File: src/rtl/iter_mag_comparator_pkg.sv
// Shared constants for the iterative magnitude comparator: result encoding
// (same as the 4-bit combinational comparator) and FSM state encodings.
package iter_mag_comparator_pkg;

  localparam logic [1:0] CMP_LT = 2'd0;
  localparam logic [1:0] CMP_GT = 2'd1;
  localparam logic [1:0] CMP_EQ = 2'd2;

  localparam logic [1:0] ST_IDLE = 2'd0;
  localparam logic [1:0] ST_SCAN = 2'd1;
  localparam logic [1:0] ST_DONE = 2'd2;

  // Index register width; a single-slice configuration still needs one bit.
  function automatic int idx_width(input int nslice);
    return (nslice > 1) ? $clog2(nslice) : 1;
  endfunction

endpackage

File: src/rtl/iter_mag_comparator_slice_cmp.sv
// Combinational unsigned comparator for one SLICE-bit slice.
module iter_mag_comparator_slice_cmp #(
  parameter int SLICE = 4
) (
  input  logic [SLICE-1:0] a_i,
  input  logic [SLICE-1:0] b_i,
  output logic             gt_o,
  output logic             lt_o,
  output logic             eq_o
);

  assign gt_o = (a_i > b_i);
  assign lt_o = (a_i < b_i);
  assign eq_o = (a_i == b_i);

endmodule

File: src/rtl/iter_mag_comparator.sv
// Multi-cycle WIDTH-bit magnitude comparator: scans SLICE bits per cycle from
// the MSB slice down and stops at the first differing slice.
module iter_mag_comparator
  import iter_mag_comparator_pkg::*;
#(
  parameter int WIDTH = 32,
  parameter int SLICE = 4
) (
  input  logic             clk,
  input  logic             rst_n,
  input  logic             in_valid,
  output logic             in_ready,
  input  logic [WIDTH-1:0] a,
  input  logic [WIDTH-1:0] b,
  input  logic             signed_mode,
  output logic             out_valid,
  input  logic             out_ready,
  output logic [1:0]       result,
  output logic             busy
);

  // Handshake: a transfer happens on a rising edge where valid && ready.
  // in_ready is high only in IDLE; out_valid only in DONE, where result is
  // held until out_ready is seen.

  localparam int NSLICE = WIDTH / SLICE;
  localparam int IDXW   = idx_width(NSLICE);
  localparam logic [IDXW-1:0]  IDX_TOP  = IDXW'(NSLICE - 1);
  localparam logic [WIDTH-1:0] MSB_MASK = WIDTH'(1) << (WIDTH - 1);

  logic [1:0]       state_q, state_d;
  logic [IDXW-1:0]  idx_q, idx_d;
  logic [WIDTH-1:0] a_q, a_d;
  logic [WIDTH-1:0] b_q, b_d;
  logic             signed_q, signed_d;
  logic [1:0]       result_q, result_d;

  logic [WIDTH-1:0] op_a, op_b;
  logic [SLICE-1:0] sl_a, sl_b;
  logic             sl_gt, sl_lt, sl_eq;

  // Flipping both sign bits maps two's-complement order onto unsigned order;
  // only the top slice ever sees the sign bit.
  always_comb begin
    op_a = a_q;
    op_b = b_q;
    if (signed_q && (idx_q == IDX_TOP)) begin
      op_a = a_q ^ MSB_MASK;
      op_b = b_q ^ MSB_MASK;
    end
    sl_a = '0;
    sl_b = '0;
    for (int i = 0; i < NSLICE; i++) begin
      if (idx_q == IDXW'(i)) begin
        sl_a = op_a[i*SLICE +: SLICE];
        sl_b = op_b[i*SLICE +: SLICE];
      end
    end
  end

  iter_mag_comparator_slice_cmp #(.SLICE(SLICE)) u_slice_cmp (
    .a_i  (sl_a),
    .b_i  (sl_b),
    .gt_o (sl_gt),
    .lt_o (sl_lt),
    .eq_o (sl_eq)
  );

  always_comb begin
    state_d  = state_q;
    idx_d    = idx_q;
    a_d      = a_q;
    b_d      = b_q;
    signed_d = signed_q;
    result_d = result_q;
    case (state_q)
      ST_IDLE: begin
        if (in_valid) begin
          a_d      = a;
          b_d      = b;
          signed_d = signed_mode;
          idx_d    = IDX_TOP;
          state_d  = ST_SCAN;
        end
      end
      ST_SCAN: begin
        if (sl_gt) begin
          result_d = CMP_GT;
          state_d  = ST_DONE;
        end else if (sl_lt) begin
          result_d = CMP_LT;
          state_d  = ST_DONE;
        end else if (sl_eq && (idx_q == '0)) begin
          result_d = CMP_EQ;
          state_d  = ST_DONE;
        end else begin
          idx_d = idx_q - 1'b1;
        end
      end
      ST_DONE: begin
        if (out_ready) state_d = ST_IDLE;
      end
      default: state_d = ST_IDLE;
    endcase
  end

  always_ff @(posedge clk) begin
    if (!rst_n) begin
      state_q  <= ST_IDLE;
      idx_q    <= IDX_TOP;
      a_q      <= '0;
      b_q      <= '0;
      signed_q <= 1'b0;
      result_q <= CMP_LT;
    end else begin
      state_q  <= state_d;
      idx_q    <= idx_d;
      a_q      <= a_d;
      b_q      <= b_d;
      signed_q <= signed_d;
      result_q <= result_d;
    end
  end

  assign in_ready  = (state_q == ST_IDLE);
  assign out_valid = (state_q == ST_DONE);
  assign busy      = (state_q != ST_IDLE);
  assign result    = result_q;

endmodule

File: config.mk
export PLATFORM = sky130hd
export DESIGN_NAME = iter_mag_comparator
export DESIGN_NICKNAME = d
export VERILOG_FILES = /design/src/rtl/iter_mag_comparator_pkg.sv /design/src/rtl/iter_mag_comparator_slice_cmp.sv /design/src/rtl/iter_mag_comparator.sv
export SDC_FILE = /design/constraint.sdc
export NUM_CORES = 1
export LEC_CHECK = 0
export CAP_MARGIN = 5
export CORE_MARGIN = 2
export CORE_UTILIZATION = 55
export CTS_BUF_LIST = sky130_fd_sc_hd__clkbuf_16
export DETAILED_ROUTE_END_ITERATION = 8
export DONT_BUFFER_PORTS = 1
export PLACE_DENSITY = 0.7
export SETUP_SLACK_MARGIN = 0.02
export SLEW_MARGIN = 20
export SYNTH_ARGS = -nofsm -noshare
export SYNTH_HDL_FRONTEND = slang
export SYNTH_SLANG_ARGS = --single-unit
File: constraint.sdc
create_clock -name clk -period 3.84 [get_ports clk]
set_clock_uncertainty 0.15 [all_clocks]
set_input_delay 0.768 -clock clk [delete_from_list [all_inputs] [get_ports clk]]
set_output_delay 0.768 -clock clk [all_outputs]
set_load 0.02 [all_outputs]
==> run_results.csv, run 1 <==
group,metric,value,unit
synth,synth_nets,537,
route,via_per_inst,5.656,
worst_setup_path,crit_required,3.88,ns
clock_network,clk_path_buf_depth,2,
route,dr.pass1.iters,4,
timing,period_minus_slack,3.384,ns
worst_setup_path,reg2reg_setup_slack,0.46,ns
timing,worst_slew_pin_slew,0.8440,ns
synth,netlist_area,3427,sq um
grt,grt_pass1_vias,2821,
synth,syn_avg_cell_area,7.466,sq um
synth,synthAdderAreaFrac,0.03286,
worst_setup_path,worst_r2r_path_depth,11,
place,dpl.hpwl,5.296,mm
place,gp_congestion,0.8477,
hold_path,holdPathEnd,"a_q[11]",
worst_setup_path,cpPeakStageDelay,0.46,ns
route,routedWlPerCell,15.07,um
clock_network,cts_setup_buffers,0,
timing,timing.final.crit_share,0.8813,
power,p_seq_frac,0.441,
clock_network,cts_buffers,9,
synth,synth_edf_count,0,
synth,ys_seq_area_frac,0.4206,
clock_network,cts_sinks,72,
timing,hold_viol,0,
timing,fmax,295.5,MHz
worst_setup_path,slowest_stage,"a211oi_1",
grt,grt-ovfl-total,0,
synth,synth_top_family_by_area,"simple AND/OR/NAND/NOR gates",
clock_network,tritoncts,"done",
synth,synth_top_area_frac,0.4206,
grt,antenna_found_initial,0,
worst_setup_path,rr_endpoint,"idx_q[2]",
run_status,status,"completed",
worst_setup_path,arrival,3.42,ns
power,peakVddDrop,0.0003620,V
worst_setup_path,timing.critical_path.cells,"inv_1 -> ha_2 -> or3b_1 -> o2111a_1 -> o311ai_1 -> o31ai_1 -> ha_1 -> and4b_1 -> a211oi_1 -> nor4_1 -> nand4b_1",
cells_and_area,area_growth,6.900,%
hold_path,holdPathStages,2,
synth,synth_common_cells,"160 x nand2_1, 81 x a21oi_1, 72 x dfxtp_1, 21 x o21ai_0, 17 x clkbuf_1",
worst_setup_path,start_kind,"flop",
synth,yosysWarningCount,0,
place,io_buffers,0,
route,routed-wl-met2,3.496,mm
worst_setup_path,critPathMaxFanout,15,
synth,synth.area.top_cells,"dfxtp_1 42%, nand2_1 18%, a21oi_1 12%",
power,swShare,0.2748,
synth,synth_xor_xnor_area_share,0.005111,
floorplan,coreArea,5956,sq um
route,wirelength,7.834,mm
timing,slew_headroom,0.4373,
floorplan,ios,74,
hold_path,min-delay-start,"a_q[11]",
floorplan,die_w,82.94,um
job,maxCapViolations,0,
worst_setup_path,r2r-start,"idx_q[0]",
power,p_sw,0.5322,mW
route,ant_nets,0,
route,drtIter0Drc,235,
synth,yosysTopAreaCell,"dfxtp_1",
floorplan,start_util,0.5754,
synth,synth_async_sr_flop_share,0,
floorplan,dieArea,6878,sq um
floorplan,row_count,28,
route,dr.max_layer_used,"met4",
clock_network,clkSlewWorstSetupHoldPaths,0.05,ns
synth,yosys.area_share.simple,0.2388,
worst_setup_path,path_class,"flop to flop",
power,leakagePower,1.371,nW
synth,synth_cell_types,45,
route,drc,0,
worst_setup_path,worstSetupEndpointType,"flop",
place,dp_cells,504,
grt,grt_max_degree,69,
route,wl_met1,3.756,mm
synth,yosys_register_bits,72,
power,intPower,1.405,mW
synth,netlist_instances,459,
clock_network,root_buffer,"clkbuf_16",
cells_and_area,final_cells,520,
grt,track_usage,0.2370,
power,pwr-share-comb,0.152,
synth,synth_compound_area_frac,0.2362,
timing,setup_tns,0,ns
synth,ys.flop_type,"dfxtp_1",
clock_network,h-tree-depth,3,
power,pwr-share-clk,0.407,
cells_and_area,n_antenna_cell,0,
clock_network,clock_latency,0.33,ns
timing,rsz0062_at_grt,"false",
floorplan,die_height,82.94,um
route,dr_wl_met3,474,um
grt,grt_pass1_wl,13.50,mm
hold_path,hp-class,"flop to flop",
timing,slew_viol_final,0,
cells_and_area,drive_above_1_share,0.05393,
timing,whs,0.3074,ns
cells_and_area,final_nets,518,
synth,yosysMostFrequentCell,"nand2_1",
timing,setup_viol,0,
route,vias,2941,
synth,synth.area.mux_share,0.005842,
power,p_per_area,528.6,nW/um^2
-- cells by family (layout without fill, tap and decap cells) --
logic type / Yosys count / in the layout
AND/OR/NAND/NOR: 195 / 195
multiplexers: 2 / 2
buffers and inverters: 41 / 27
AO/OA/AOI/OAI: 138 / 138
XOR/XNOR: 2 / 2
adder cells (fa/ha/maj): 9 / 9
flip-flops: 72 / 72
-- placed cells by master, fill, tap and decap left out, types with 2 or more instances in the layout --
cell type	synthesis	layout
a2111oi_0	2	2
a211oi_1	8	8
a21o_1	4	4
a21oi_1	81	81
a22oi_1	5	5
buf_4	2	3
clkbuf_16	0	9
clkinv_2	0	4
dfxtp_1	72	72
ha_1	9	7
ha_2	0	2
inv_1	6	8
inv_2	2	2
mux2i_1	2	2
nand2_1	160	159
nand2b_1	3	3
nand3_1	2	2
nand3b_1	2	2
nor2_1	5	5
nor2b_1	9	9
nor3_1	2	2
o2111a_1	2	2
o21a_1	4	4
o21ai_0	21	21
o31ai_1	3	3
or3b_1	2	2
xnor2_1	2	2
-- per-layer routing --
layer | track usage | vias up
met1 | 0.3304 | 1348
met3 | 0.05765 | 11
li1 | - | 1513
met2 | 0.3600 | 69
met5 | 0 | -
met4 | 0.08048 | 0
-- critical path: cells and delay by family (launching register included) --
| kind | cells | cell delay (ns) |
|---|---|---|
| adders and majority gates | 2 | 0.69 |
| AOI/OAI and AO/OA | 4 | 1.00 |
| and+or+nand+nor | 4 | 0.91 |
| buffers and inverters | 1 | 0.14 |
| DFF | 1 | 0.34 |
-- registers in the layout (all words and copies together) (netlist names) --
signal / cells
state_q: 2
a_q: 32
b_q: 32
result: 2
signed_q: 1
idx_q: 3
-- per-stage QoR --
step                area, sq um    util  total power, mW  setup slack, ns
floorplan                  3427       -            1.112           0.9405
global route               3664  0.6151            2.034           0.1752
detailed placement         3374  0.5666            1.162           0.3912
finish                     3664  0.6151            1.937           0.4559
CTS                        3656  0.6139            1.948           0.3536
global placement           3369  0.5658            1.155           0.4933
-- worst max path at each step --
stage          depth (start not counted)       end     start
2_1_floorplan                         12  idx_q[2]  idx_q[1]
3_3_place_gp                          11  idx_q[2]  idx_q[0]
3_5_place_dp                          11  idx_q[2]  idx_q[0]
4_1_cts                               11  idx_q[2]  idx_q[0]
5_1_grt                               11  idx_q[2]  idx_q[0]
6_report                              11  idx_q[2]  idx_q[0]
-- area by class of cell --
type,count,area [sq um]
Sequential cell,72,1441
Inverter,8,31.28
Timing Repair Buffer,3,22.52
Tap cell,75,93.84
Clock inverter,7,56.30
Multi-Input combinational cell,346,1793
Clock buffer,9,225.2
Fill cell,570,2292
-- repair_timing --
item,in CTS,in global routing
hold buffers,0,0
setup endpoints to repair,0,2
endpoints found under the hold margin,0,0
gates resized for setup,0,2
-- power by group through the flow --
stage / combinational, mW / clock, mW / sequential [mW]
finish: 0.295 / 0.788 / 0.854
global placement: 0.287 / 0 / 0.868
floorplan: 0.260 / 0 / 0.852
detailed placement: 0.294 / 0 / 0.868
global route: 0.341 / 0.833 / 0.860
CTS: 0.296 / 0.799 / 0.853
(Power assumes the default switching activity.)
==> run 2: changes to the inputs <==
SKIP_LAST_GASP = 1   (was not set)
==> results of run 2 <==
Final layout, timing and power as in run 1 (identical DEF).
